<file path="config.mk">
export PLATFORM = sky130hd
export DESIGN_NAME = pitch_resample_flat
export DESIGN_NICKNAME = d
export VERILOG_FILES = /design/src/rtl/pitch_resample_if.sv /design/src/rtl/pitch_resample.sv /design/src/flat_wrapper.sv
export SDC_FILE = /design/constraint.sdc
export NUM_CORES = 1
export LEC_CHECK = 0
export BUFFER_PORTS_ARGS = -buffer_cell sky130_fd_sc_hd__buf_2
export CAP_MARGIN = 20
export CORE_MARGIN = 2
export CORE_UTILIZATION = 61
export DETAILED_ROUTE_END_ITERATION = 8
export PLACE_DENSITY = 0.89
export SLEW_MARGIN = 15
export SYNTH_ARGS = -nofsm -noshare
export SYNTH_HDL_FRONTEND = slang
export SYNTH_SLANG_ARGS = --single-unit
export TNS_END_PERCENT = 100
</file>
<file path="constraint.sdc">
create_clock -name i_clk -period 24.2 [get_ports i_clk]
set_input_delay 3.63 -clock i_clk [delete_from_list [all_inputs] [get_ports i_clk]]
set_output_delay 3.63 -clock i_clk [all_outputs]
set_load 0.05 [all_outputs]
</file>
<file path="src/rtl/pitch_resample_if.sv">
// pitch_resample_if: control and SDRAM request/finished bus of pitch_resample.
//   master : the resampler (drives SDRAM requests and the done pulse)
//   slave  : controller / arbiter port (drives start, config and SDRAM replies)
// Signals:
//   resample_start/src/dst/speed   job request and parameters
//   resample_done                  one-cycle completion pulse
//   resample_read/write/addr       SDRAM request (held until finished)
//   resample_writedata/readdata    32-bit sample pair, L=[31:16], R=[15:0]
//   resample_sdram_finished        transaction complete, read data valid
interface pitch_resample_if #(
  parameter int unsigned ADDR_W = 23
);
  logic              resample_start;
  logic [ADDR_W-1:0] resample_src;
  logic [ADDR_W-1:0] resample_dst;
  logic [3:0]        resample_speed;
  logic              resample_done;
  logic              resample_read;
  logic              resample_write;
  logic [ADDR_W-1:0] resample_addr;
  logic [31:0]       resample_readdata;
  logic [31:0]       resample_writedata;
  logic              resample_sdram_finished;

  modport master (
    input  resample_start, resample_src, resample_dst, resample_speed,
    input  resample_readdata, resample_sdram_finished,
    output resample_done, resample_read, resample_write,
    output resample_addr, resample_writedata
  );

  modport slave (
    output resample_start, resample_src, resample_dst, resample_speed,
    output resample_readdata, resample_sdram_finished,
    input  resample_done, resample_read, resample_write,
    input  resample_addr, resample_writedata
  );
endinterface

</file>
<file path="src/rtl/pitch_resample.sv">
// pitch_resample: reads a time-stretched clip from SDRAM, resamples it by
// speed/8 and writes the result plus a new header to a destination clip.
// Ports:
//   i_clk  sole clock
//   i_rst  asynchronous active-high reset
//   bus    pitch_resample_if.master (start/config, done, SDRAM handshake)
// Build option:
//   PITCH_RESAMPLE_INTERP_EN defined   -> per-channel linear interpolation
//   PITCH_RESAMPLE_INTERP_EN undefined -> nearest-lower sample (out = s0)
module pitch_resample #(
  parameter int unsigned ADDR_W = 23
) (
  input logic              i_clk,
  input logic              i_rst,
  pitch_resample_if.master bus
);

  localparam int unsigned POS_W = ADDR_W + 3;

  typedef enum logic [2:0] {
    S_IDLE,
    S_RD_HDR,
    S_FETCH0,
    S_FETCH1,
    S_WR_DATA,
    S_WR_HDR,
    S_DONE
  } state_t;

  state_t            state_q, state_d;
  logic              read_q, read_d;
  logic              write_q, write_d;
  logic              done_q, done_d;
  logic [ADDR_W-1:0] addr_q, addr_d;
  logic [31:0]       wdata_q, wdata_d;
  logic [3:0]        speed_q, speed_d;
  logic [ADDR_W-1:0] src_q, src_d;
  logic [ADDR_W-1:0] dst_q, dst_d;
  logic [ADDR_W-1:0] len_q, len_d;
  logic [ADDR_W-1:0] k_q, k_d;
  logic [POS_W-1:0]  pos_q, pos_d;
  logic [31:0]       s0_q, s0_d;
  logic [ADDR_W-1:0] c0_idx_q, c0_idx_d;
  logic              c0_vld_q, c0_vld_d;
`ifdef PITCH_RESAMPLE_INTERP_EN
  logic [31:0]       s1_q, s1_d;
  logic [ADDR_W-1:0] c1_idx_q, c1_idx_d;
  logic              c1_vld_q, c1_vld_d;
  logic              last_n;
  logic [31:0]       s1_eff;
`endif

  logic              req;
  logic              finished;
  logic              dispatch;
  logic [ADDR_W-1:0] idx_q;
  logic [ADDR_W-1:0] idx_n;
  logic [31:0]       out_w;

  assign req      = read_q | write_q;
  assign finished = req & bus.resample_sdram_finished;
  assign idx_q    = pos_q[POS_W-1:3];

`ifdef PITCH_RESAMPLE_INTERP_EN
  // s0 + floor(((s1 - s0) * frac) / 8); result stays between s0 and s1.
  function automatic logic [15:0] lerp16(input logic [15:0] a,
                                         input logic [15:0] b,
                                         input logic [2:0]  f);
    logic signed [16:0] diff;
    logic signed [20:0] prod;
    logic signed [20:0] sh;
    diff = $signed({b[15], b}) - $signed({a[15], a});
    prod = diff * $signed({1'b0, f});
    sh   = prod >>> 3;
    return a + sh[15:0];
  endfunction

  // The last sample interpolates against itself; no fetch past the clip.
  assign s1_eff = ((idx_q + ADDR_W'(1)) == len_q) ? s0_q : s1_q;
  assign out_w  = {lerp16(s0_q[31:16], s1_eff[31:16], pos_q[2:0]),
                   lerp16(s0_q[15:0],  s1_eff[15:0],  pos_q[2:0])};
`else
  assign out_w  = s0_q;
`endif

  always_comb begin
    state_d  = state_q;
    read_d   = read_q;
    write_d  = write_q;
    done_d   = 1'b0;
    addr_d   = addr_q;
    wdata_d  = wdata_q;
    speed_d  = speed_q;
    src_d    = src_q;
    dst_d    = dst_q;
    len_d    = len_q;
    k_d      = k_q;
    pos_d    = pos_q;
    s0_d     = s0_q;
    c0_idx_d = c0_idx_q;
    c0_vld_d = c0_vld_q;
`ifdef PITCH_RESAMPLE_INTERP_EN
    s1_d     = s1_q;
    c1_idx_d = c1_idx_q;
    c1_vld_d = c1_vld_q;
    last_n   = 1'b0;
`endif
    dispatch = 1'b0;
    idx_n    = '0;

    // Bus states raise their request only while req is low, so each
    // finished is followed by at least one idle request cycle.
    case (state_q)
      S_IDLE: begin
        if (bus.resample_start) begin
          speed_d  = bus.resample_speed;
          src_d    = bus.resample_src;
          dst_d    = bus.resample_dst;
          k_d      = '0;
          pos_d    = '0;
          c0_vld_d = 1'b0;
`ifdef PITCH_RESAMPLE_INTERP_EN
          c1_vld_d = 1'b0;
`endif
          read_d   = 1'b1;
          addr_d   = bus.resample_src;
          state_d  = S_RD_HDR;
        end
      end
      S_RD_HDR: begin
        if (finished) begin
          read_d = 1'b0;
          len_d  = bus.resample_readdata[31:9];
          if (len_d == '0 || speed_q == 4'd0) state_d = S_WR_HDR;
          else                                 dispatch = 1'b1;
        end
      end
      S_FETCH0: begin
        if (!req) begin
          read_d = 1'b1;
          addr_d = src_q + ADDR_W'(1) + idx_q;
        end else if (finished) begin
          read_d   = 1'b0;
          s0_d     = bus.resample_readdata;
          c0_idx_d = idx_q;
          c0_vld_d = 1'b1;
          dispatch = 1'b1;
        end
      end
`ifdef PITCH_RESAMPLE_INTERP_EN
      S_FETCH1: begin
        if (!req) begin
          read_d = 1'b1;
          addr_d = src_q + ADDR_W'(2) + idx_q;
        end else if (finished) begin
          read_d   = 1'b0;
          s1_d     = bus.resample_readdata;
          c1_idx_d = idx_q + ADDR_W'(1);
          c1_vld_d = 1'b1;
          dispatch = 1'b1;
        end
      end
`endif
      S_WR_DATA: begin
        if (!req) begin
          write_d = 1'b1;
          addr_d  = dst_q + ADDR_W'(1) + k_q;
          wdata_d = out_w;
        end else if (finished) begin
          write_d  = 1'b0;
          k_d      = k_q + ADDR_W'(1);
          pos_d    = pos_q + POS_W'(speed_q);
          dispatch = 1'b1;
        end
      end
      S_WR_HDR: begin
        if (!req) begin
          write_d = 1'b1;
          addr_d  = dst_q;
          wdata_d = {k_q, 9'b0};
        end else if (finished) begin
          write_d = 1'b0;
          done_d  = 1'b1;
          state_d = S_DONE;
        end
      end
      S_DONE: begin
        state_d = S_IDLE;
      end
      default: begin
        state_d = S_IDLE;
      end
    endcase

    // Decide the next step from the updated position, count and cache;
    // shared by every transaction that completes inside the output loop.
    if (dispatch) begin
      idx_n = pos_d[POS_W-1:3];
`ifdef PITCH_RESAMPLE_INTERP_EN
      last_n = (idx_n + ADDR_W'(1)) == len_d;
`endif
      if (idx_n >= len_d || k_d == '1) begin
        state_d = S_WR_HDR;
      end else if (c0_vld_d && c0_idx_d == idx_n) begin
`ifdef PITCH_RESAMPLE_INTERP_EN
        if (last_n || (c1_vld_d && c1_idx_d == idx_n + ADDR_W'(1)))
          state_d = S_WR_DATA;
        else
          state_d = S_FETCH1;
`else
        state_d = S_WR_DATA;
`endif
`ifdef PITCH_RESAMPLE_INTERP_EN
      end else if (c1_vld_d && c1_idx_d == idx_n) begin
        s0_d     = s1_d;
        c0_idx_d = c1_idx_d;
        c0_vld_d = 1'b1;
        c1_vld_d = 1'b0;
        state_d  = last_n ? S_WR_DATA : S_FETCH1;
`endif
      end else begin
        state_d = S_FETCH0;
      end
    end
  end

  always_ff @(posedge i_clk or posedge i_rst) begin
    if (i_rst) begin
      state_q  <= S_IDLE;
      read_q   <= 1'b0;
      write_q  <= 1'b0;
      done_q   <= 1'b0;
      addr_q   <= '0;
      wdata_q  <= '0;
      speed_q  <= '0;
      src_q    <= '0;
      dst_q    <= '0;
      len_q    <= '0;
      k_q      <= '0;
      pos_q    <= '0;
      s0_q     <= '0;
      c0_idx_q <= '0;
      c0_vld_q <= 1'b0;
`ifdef PITCH_RESAMPLE_INTERP_EN
      s1_q     <= '0;
      c1_idx_q <= '0;
      c1_vld_q <= 1'b0;
`endif
    end else begin
      state_q  <= state_d;
      read_q   <= read_d;
      write_q  <= write_d;
      done_q   <= done_d;
      addr_q   <= addr_d;
      wdata_q  <= wdata_d;
      speed_q  <= speed_d;
      src_q    <= src_d;
      dst_q    <= dst_d;
      len_q    <= len_d;
      k_q      <= k_d;
      pos_q    <= pos_d;
      s0_q     <= s0_d;
      c0_idx_q <= c0_idx_d;
      c0_vld_q <= c0_vld_d;
`ifdef PITCH_RESAMPLE_INTERP_EN
      s1_q     <= s1_d;
      c1_idx_q <= c1_idx_d;
      c1_vld_q <= c1_vld_d;
`endif
    end
  end

  assign bus.resample_done      = done_q;
  assign bus.resample_read      = read_q;
  assign bus.resample_write     = write_q;
  assign bus.resample_addr      = addr_q;
  assign bus.resample_writedata = wdata_q;

endmodule

</file>
<file path="src/flat_wrapper.sv">
// flat-port wrapper written by rule: the top's interface ports become plain ports
module pitch_resample_flat 
#(
  parameter int unsigned ADDR_W = 23
)
  (i_clk, i_rst, bus_resample_start, bus_resample_src, bus_resample_dst, bus_resample_speed, bus_resample_readdata, bus_resample_sdram_finished, bus_resample_done, bus_resample_read, bus_resample_write, bus_resample_addr, bus_resample_writedata);
  pitch_resample_if #(.ADDR_W(ADDR_W)) bus_i ();
  input logic i_clk;
  input logic i_rst;
  input wire logic [$bits(bus_i.resample_start)-1:0] bus_resample_start;
  input wire logic [$bits(bus_i.resample_src)-1:0] bus_resample_src;
  input wire logic [$bits(bus_i.resample_dst)-1:0] bus_resample_dst;
  input wire logic [$bits(bus_i.resample_speed)-1:0] bus_resample_speed;
  input wire logic [$bits(bus_i.resample_readdata)-1:0] bus_resample_readdata;
  input wire logic [$bits(bus_i.resample_sdram_finished)-1:0] bus_resample_sdram_finished;
  output wire logic [$bits(bus_i.resample_done)-1:0] bus_resample_done;
  output wire logic [$bits(bus_i.resample_read)-1:0] bus_resample_read;
  output wire logic [$bits(bus_i.resample_write)-1:0] bus_resample_write;
  output wire logic [$bits(bus_i.resample_addr)-1:0] bus_resample_addr;
  output wire logic [$bits(bus_i.resample_writedata)-1:0] bus_resample_writedata;
  assign bus_i.resample_start = bus_resample_start;
  assign bus_i.resample_src = bus_resample_src;
  assign bus_i.resample_dst = bus_resample_dst;
  assign bus_i.resample_speed = bus_resample_speed;
  assign bus_i.resample_readdata = bus_resample_readdata;
  assign bus_i.resample_sdram_finished = bus_resample_sdram_finished;
  assign bus_resample_done = bus_i.resample_done;
  assign bus_resample_read = bus_i.resample_read;
  assign bus_resample_write = bus_i.resample_write;
  assign bus_resample_addr = bus_i.resample_addr;
  assign bus_resample_writedata = bus_i.resample_writedata;
  pitch_resample #(.ADDR_W(ADDR_W)) u_core (.i_clk(i_clk), .i_rst(i_rst), .bus(bus_i));
endmodule
</file>
# == Word level (Yosys, flattened, before mapping) ==
# Index checks and enable logic that the tools add are counted.
# classes
add_sub_neg,6
order_cmp,1
n_eq_ne,19
mux,46
bitwise_logic,2
n_reduce_logical,20
# ops
op,n
$mux W23,12
$pmux W23 S4,1
$mux W26,3
$add A23 B1 Y23 const B,3
$mux W32,2
$pmux W32 S2,1
$pmux W26 S2,1
$add A23 B23 Y23,2
$pmux W23 S2,1
$add A26 B4 Y26,1
$mux W3,8
$eq A23 B23 Y1,1
$eq A23 B23 Y1 const B,1
$ge A23 B23 Y1,1
$logic_not A23 Y1,1
$mux W1,13
$ne A3 B1 Y1 const B,4
$pmux W3 S4,1
$ne A2 B2 Y1 const B,5
$eq A3 B3 Y1 const B,2
$ne A2 B1 Y1 const B,3
$reduce_and A2 Y1,3
$reduce_and A3 Y1,2
$reduce_and A6 Y1,1
other kinds (17),21
# word_totals
regBits,239
input_bits,86
output_inout_bits,58
elab_cells,110

# == Longest topological paths before layout ==
# Gate-level depths: netlist of the first run.
# depth
ltp_word,10
depth_mapped,18

# == Worst setup path before layout of the first run ==
# OpenSTA, ideal clock, no wires.
# synth_path
kind,in2reg
from,input bus_resample_sdram_finished
to,register u_core.state_q[2]
setup_ps,121
arrival_ps,6626
slack_ps,17453
cell_stages,15
path_buffers,2
cell_sequence,o21a_1 > buf_2 > nand4_1 > clkbuf_1 > mux2i_1 > ha_1 > a21bo_2 > a21o_1 > a2111oi_0 > o21ai_0 > a21oi_1 > o211ai_1 > a41oi_1 > inv_1 > o22a_1
# synth_via
elab_chain_len,9
# synth_lines
item,line_no,source
from (decl),flat_wrapper.sv:15,input wire logic [$bits(bus_i.resample_sdram_finished)-1:0] bus_resample_sdram_finished;
$and A1 B1 Y1 *,pitch_resample.sv:61,assign finished = req & bus.resample_sdram_finished;
"parallel branches: the longest is 8 deep, another holds $ge A23 B23 Y1",n/a,
to (signal assigned),pitch_resample.sv:250,state_q <= state_d;
to (decl),pitch_resample.sv:30,"state_t state_q, state_d;"
# Mark *: on every way between the ends. The select of a mux whose other input is x is not followed.
# A chain may end at the register's enable or synchronous reset.

# == Final worst setup path of the first run ==
# layout_path
from,input bus_resample_sdram_finished
to,register u_core.state_q[2]
# layout_via
elab_chain_len,9
# layout_lines
item,line_no,source
$and A1 B1 Y1 *,pitch_resample.sv:61,
$mux W26 *,pitch_resample.sv:169,end else if (finished) begin
$mux W26 *,pitch_resample.sv:165,if (!req) begin
$pmux W26 S2 *,pitch_resample.sv:113,case (state_q)
named net u_core.pos_d[15],pitch_resample.sv:41,"logic [POS_W-1:0] pos_q, pos_d;"
"parallel branches: the longest is 3 deep, another holds $ge A23 B23 Y1",n/a,
$mux W3 *,pitch_resample.sv:202,if (idx_n >= len_d || k_d == '1) begin
$mux W3 *,pitch_resample.sv:197,if (dispatch) begin
# Mark *: on every way through the listed nets, which the timed path passes. The select of a mux whose other input is x is not followed.

==> impl_metrics.toml, run 1 <==
[die]
start_util_pct = 61.5
die_x_um = 157
io_pins = 144
core_sq_um = 23300
dieArea_sq_um = 24700
rows = 56
fp.dieH_um = 157

[logic_synthesis]
synth_top_family_by_area = "simple AND/OR/NAND/NOR gates"
synth_seq_area_share_pct = 41.8
synth-compound-area-share_pct = 18.5
syn_inst = 1640
ys_warn_count = 0
syn_avg_cell_area_sq_um = 8.72
synth_area_sq_um = 14300
async_reset_ff_share_pct = 100
synth-edff-count = 0
synth_adder_area_share_pct = 6.72
ys_types = 86
synthFlopType = "dfrtp_1"
syn_nets = 1801
synth.area.mux_share_pct = 4.68
synthXorXnorAreaFrac_pct = 2.70
ys_ff_latch = 239
synthSimpleGateAreaFrac_pct = 21.7

[place]
place_inst = 2029
place.gp.congestion = 0.974
hpwl_mm = 32.2
port_buffers = 143

[critical_path]
critPathMaxFanout = 10
critPathKind = "input pin to flip-flop"
endpoint_kind = "flip-flop"
cp.required_ns = 24.65
startpoint_type = "input pin"
arrival_ns = 7.26

[global_routing]
grt_pass1_vias = 12750
antenna_found_initial = 1
grt_max_degree = 97
gr-total-overflow = 0
grt_use_total_pct = 36.6
grt_first_pass_wirelength_mm = 70.0

[detailed_routing]
vias = 13438
vias_per_cell = 6.47
wire_per_inst_um = 21.6
ant_nets = 0
drt-initial-drc-count = 1541
remaining_drc_errors = 0
dr.pass1.iters = 6
wirelength_mm = 44.8

[clock_network]
clock_path_buffers = 3
h-tree-depth = 1
clkSlewWorstSetupHoldPaths_ns = 0.06
post_cts_resized = 0
cts_root_buf = "clkbuf_16"
insertion_delay_ns = 0.56
cts_hold_buf = 0
numClockSinks = 239
postCtsSetupBuffers = 0
tritoncts = "yes"
cts_made_buffers = 26

[sta]
post-route-min-period_ns = 6.80
tns_ns = 0
setup_viol = 0
tightest_slew_ns = 1.05
rsz0062_at_grt = "no"
max_slew_margin_pct = 29.8
period_share_pct = 28.1
clock_skew_ns = 0.0200
hold_viol_final = 0
slew_viol_final = 0
fmax_mhz = 147

[finish]
antennaDiodeCount = 0
nets = 1901
drive_gt1_share_pct = 13.6
syn_to_final_growth_pct = 12.3
utilization_pct = 69.0
finalNonFillerCells = 2078

[hold_path]
hold_class = "flip-flop to flip-flop"

[pwr]
power_density_nw_per_um2 = 122
ir_drop_mv = 0.0909
p_leak_nw = 8.15

[flow_run]
cap_viol_max_count = 0

[status]
status = "finished, final reports clean"
## logic make-up after synthesis
| kind of cell | count (synthesis) |
|---|---|
| and+or+nand+nor | 688 |
| AOI/OAI and AO/OA | 395 |
| DFF | 239 |
| buffers and inverters | 136 |
| adders and majority gates | 75 |
| muxes | 63 |
| xor gates and xnor gates | 44 |
## per-stage QoR
stage	power, W	cell area [sq um]	setup slack (ns)	hold WS (ns)
2_1_floorplan	0.00127	14300	14.01	0.445
3_3_place_gp	0.00149	15200	16.98	0.456
3_5_place_dp	0.00153	15200	16.89	0.463
4_1_cts	0.00193	16000	17.45	0.477
5_1_grt	0.00206	16100	17.18	0.495
6_report	0.00195	16100	17.40	0.474
## layout by cell type, fill, tap and decap left out, drive strengths merged, types with 9 or more instances in the layout
cell    instances
nor4           21
a22o           15
a31oi          21
nor2           80
and3           14
or2            10
mux2i          50
a22oi          10
o21ai         105
xor2           13
nand2b         16
mux2           11
nand3          32
dfrtp         239
buf           158
nor3           33
a21oi          74
a221oi          9
inv            50
o211ai         16
xnor2          31
a21o           23
o221ai          9
o21a           16
nand2         414
nand4          21
clkbuf         39
ha             72
## report_power, final
group	switching (W)	total [W]	internal, W	leakage [nW]
clock network	0.000168	0.000401	0.000233	0.415
registers	0.000112	0.000656	0.000544	3.09
logic	0.000619	0.000896	0.000277	4.65
total	0.000900	0.00195	0.00105	8.15
## cell usage after synthesis, types with 10 or more instances
cell	count	area, sq um
buf_2	15	75.1
nand3_1	32	160
inv_1	50	188
nor2_1	78	293
xor2_1	13	114
nand4_1	21	131
mux2_2	11	124
buf_1	12	45.0
and3_1	14	87.6
a22oi_1	10	75.1
o21a_1	16	120
o21ai_0	103	515
ha_1	72	901
o211ai_1	16	120
nor4_1	18	113
a31oi_1	21	131
clkbuf_1	55	206
mux2i_1	50	500
a22o_1	15	131
dfrtp_1	239	5980
a21o_1	23	173
xnor2_1	31	272
a21oi_1	74	370
nand2b_1	16	100
nor3_1	31	155
nand2_1	414	1550
## registers in the layout, indices dropped and copies added, names as in the netlist
signal and cells:
u_core.bus.resample_addr 23, u_core.bus.resample_done 1, u_core.bus.resample_read 1, u_core.bus.resample_write 1, u_core.bus.resample_writedata 32, u_core.c0_idx_q 23, u_core.c0_vld_q 1, u_core.dst_q 23
u_core.k_q 23, u_core.len_q 23, u_core.out_w 32, u_core.pos_q 26, u_core.speed_q 4, u_core.src_q 23, u_core.state_q 3
## path summary, 6_finish.rpt
check	startpoint	slack, ns	end	cells after the start
max reg2reg	u_core.state_q[0]$_DFFE_PP0P_	19.68	u_core.state_q[2]$_DFFE_PP0P_	13
max in group asynchronous	i_rst	18.73	u_core.c0_idx_q[7]$_DFF_PP0_	4
min in group asynchronous	i_rst	3.19	u_core.bus.resample_addr[13]$_DFFE_PP0P_	2
max	bus_resample_sdram_finished	17.40	u_core.state_q[2]$_DFFE_PP0P_	15
min	u_core.bus.resample_addr[0]$_DFFE_PP0P_	0.47	u_core.bus.resample_addr[0]$_DFFE_PP0P_	2
min reg2reg	u_core.bus.resample_addr[0]$_DFFE_PP0P_	0.47	u_core.bus.resample_addr[0]$_DFFE_PP0P_	2
## layer usage
metal	up-vias	wire, um	track usage, %
li1	6073	-	-
met1	6400	18200	51.1
met2	830	19800	56.9
met3	133	4800	6.28
met4	2	2060	15.2
met5	-	13	0
## critical path, cell delays in order
cell      delay, ns
buf_2          0.18
o21ai_2        0.23
nor4_4         0.46
and2_1         0.31
o21ai_0        0.12
a22o_1         0.30
ha_1           0.32
a2111o_1       0.41
a221oi_1       0.19
o21ai_0        0.22
a21oi_1        0.22
o211ai_1       0.12
a41oi_1        0.25
inv_1          0.08
o22a_1         0.21
## layout make-up
| type | instances | area (sq um) |
|---|---|---|
| Clock buffer | 39 | 739 |
| Clock inverter | 8 | 118 |
| Fill cell | 1816 | 7200 |
| Inverter | 50 | 195 |
| Multi-Input combinational cell | 1265 | 7790 |
| Sequential cell | 239 | 5980 |
| Tap cell | 319 | 399 |
| Timing Repair Buffer | 158 | 836 |
Power figures use the tool's default switching activity.
==> run 2: changes to the inputs <==
Settings changed: ABC_AREA from default to 1.
Clock period 24.2 ns to 6.35 ns, I/O delays scaled along.
==> run 2 against run 1 <==
Net effect:
- utilization up 0.52 points
- worst hold slack improved by 0.0025 ns
- final cell count is 22% higher
- global-route usage is 0.15 points lower
- synthesized cell count up 27%
- count of clock-buffer cells in the layout is 2 lower
- clock skew rose by 0.0069 ns
- critical path depth grew 1
- final area is 5.0% higher
- sequential cell count unchanged
- worst setup slack worse by 15 ns
- critical path type is now flip-flop to flip-flop
- largest power group unchanged
==> impl_metrics.toml, run 2 <==
[critical_path]
critPathMaxFanout = 18
path_cells = "o21ai_2, inv_1, o21ai_0, ha_1, nand2_1, nor2_1, a21oi_1, o21ai_0, a31oi_1, nand3_1, nor2_1, nand2_1, nand2_1, nand2_1, nor2_1, nor2_1"
rr_worst_depth = 16
cp.required_ns = 6.80
critPathKind = "flip-flop to flip-flop"
arrival_ns = 4.48
endpoint_kind = "flip-flop"
cp_slowest_cell = "o21ai_2"
r2r-end = "u_core.state_q[2]$_DFFE_PP0P_"
timing.rr.start = "u_core.state_q[2]$_DFFE_PP0P_"
reg2reg_slack_ns = 2.32
startpoint_type = "flip-flop"
cp_slowest_stage_delay_ns = 0.70

[die]
die_x_um = 161
fp.dieH_um = 161
core_sq_um = 24200
dieArea_sq_um = 25800
io_pins = 144
start_util_pct = 61.8
rows = 57

[detailed_routing]
wire_per_inst_um = 18.6
drt-initial-drc-count = 1919
vias_per_cell = 5.99
dr.pass1.iters = 8
vias = 15244
remaining_drc_errors = 0
wirelength_mm = 47.3
ant_nets = 0

[finish]
layout_common_cells = "nand2_1, inv_1, dfrtp_1, o21ai_0, nor2_1"
antennaDiodeCount = 0
drive_gt1_share_pct = 12.2
syn_to_final_growth_pct = 12.5
multi_input_area_sq_um = 7740
nFillCells = 1897
final_common_cell = "nand2_1"
finalNonFillerCells = 2544
nets = 2362
final-seq-area_sq_um = 5980
fin_area_sq_um = 16900

[pwr]
power_density_nw_per_um2 = 496
total_power_w = 0.00837
ir_drop_mv = 0.412
p_leak_nw = 8.83

[global_routing]
grt_use_total_pct = 36.4
grt_pass1_vias = 14523
gr-usage-met2_pct = 57.7
grt_first_pass_wirelength_mm = 74.6
met1_usage_pct = 47.5
grt_max_degree = 114
antenna_found_initial = 3
use_met3_pct = 6.97
grt_busiest_layer = "met2"
gr-total-overflow = 0

[logic_synthesis]
synth_area_sq_um = 15000
syn_nets = 2242
synthMostInstantiatedCell = "nand2_1"
yosysTopAreaCellShare_pct = 39.9
ys_types = 50
synth_seq_area_share_pct = 39.9
ys_ff_latch = 239
synth_area_leader_cell = "dfrtp_1"
ys_warn_count = 0
synth_area_leaders = "dfrtp_1, nand2_1, inv_1"
synthFlopType = "dfrtp_1"
synth-edff-count = 0
yosys-top-cells-count = "nand2_1, inv_1, dfrtp_1"
async_reset_ff_share_pct = 100
syn_inst = 2081
syn_avg_cell_area_sq_um = 7.20

[sta]
post-route-min-period_ns = 4.03
hold_viol_final = 0
tns_ns = 0
timing.hold.ws_ns = 0.477
slew_viol_final = 0
setup_viol = 0
rsz0062_at_grt = "no"
period_share_pct = 63.4
clock_skew_ns = 0.0269
max_slew_margin_pct = 30.7
fmax_mhz = 248
tightest_slew_ns = 1.04

[hold_path]
min_delay_path_depth = 2
min_to = "u_core.bus.resample_addr[12]$_DFFE_PP0P_"
hold_class = "flip-flop to flip-flop"
min_from = "u_core.bus.resample_addr[12]$_DFFE_PP0P_"

[clock_network]
h-tree-depth = 1
insertion_delay_ns = 0.56
clock_path_buffers = 3
postCtsSetupBuffers = 0
numClockSinks = 239
cts_root_buf = "clkbuf_16"
clkSlewWorstSetupHoldPaths_ns = 0.06
tritoncts = "yes"
post_cts_resized = 0
cts_made_buffers = 26
cts_hold_buf = 0

[flow_run]
cap_viol_max_count = 0

[status]
status = "finished, final reports clean"

[place]
place_inst = 2497
place.gp.congestion = 0.987
port_buffers = 143
place_area_sq_um = 16000
hpwl_mm = 34.6
run 2: cell types whose count changed in the layout (fill, tap and decap cells not counted), sizes merged, moves of 17 or more:
| cell | before | now |
|---|---|---|
| nor3 | 33 | 15 |
| mux2i | 50 | 0 |
| a21oi | 74 | 103 |
| o21ai | 105 | 187 |
| nor2 | 80 | 180 |
| nand2 | 414 | 630 |
| nand3 | 32 | 150 |
| xnor2 | 31 | 0 |
| a21o | 23 | 6 |
| inv | 50 | 270 |
run 2: report_power, final:
part | internal (W) | switching (W)
logic | 0.00118 | 0.00295
registers | 0.00215 | 0.000459
clock network | 0.000976 | 0.000653
total | 0.00430 | 0.00407
run 2: worst max-delay path: cells and delay by family, from the launching register on:
family / cells / cell delay, ns
compound gates: 5 / 1.67
fa+ha+maj: 1 / 0.31
buf+inv: 1 / 0.51
flops: 1 / 0.55
simple gates: 9 / 0.86
run 2: kinds of logic (layout without fill, tap and decap cells):
group	after synthesis	after routing	synth area share (%)
xor+xnor	10	10	0.584
buf+inv	331	470	8.61
simple gates	1029	1029	28.7
fa+ha+maj	75	75	6.41
flops	239	239	39.9
mux	18	18	1.35
compound gates	379	379	14.4
run 2: worst max-delay path by stage:
stage                                  start                                       to  slack, ns  cells after the start
2_1_floorplan                          i_rst  u_core.bus.resample_addr[0]$_DFFE_PP0P_       2.26                      1
3_3_place_gp     bus_resample_sdram_finished            u_core.state_q[2]$_DFFE_PP0P_       2.26                     19
3_5_place_dp     bus_resample_sdram_finished            u_core.state_q[2]$_DFFE_PP0P_       2.03                     22
4_1_cts        u_core.state_q[1]$_DFFE_PP0P_            u_core.state_q[2]$_DFFE_PP0P_       2.51                     20
5_1_grt        u_core.state_q[2]$_DFFE_PP0P_            u_core.state_q[2]$_DFFE_PP0P_       2.12                     16
6_report       u_core.state_q[2]$_DFFE_PP0P_            u_core.state_q[2]$_DFFE_PP0P_       2.32                     16
run 2: per-stage QoR:
stage               utilization, %  worst slack (ns)
floorplan                        -              2.26
global placement              65.8              2.26
detailed placement            65.8              2.03
CTS                           69.6              2.51
global route                  69.6              2.12
finish                        69.6              2.32
run 2: cell type report:
type / count / share of cell area, %
Clock buffer: 37 / 4.40
Clock inverter: 10 / 1.00
Inverter: 271 / 6.07
Multi-Input combinational cell: 1511 / 45.9
Sequential cell: 239 / 35.5
Tap cell: 324 / 2.40
Timing Repair Buffer: 152 / 4.79
run 2: metal layers:
layer | wire (um) | vias up
li1 | - | 7010
met5 | 10 | -
met2 | 21300 | 951
met4 | 2920 | 2
met3 | 4940 | 234
met1 | 18100 | 7047
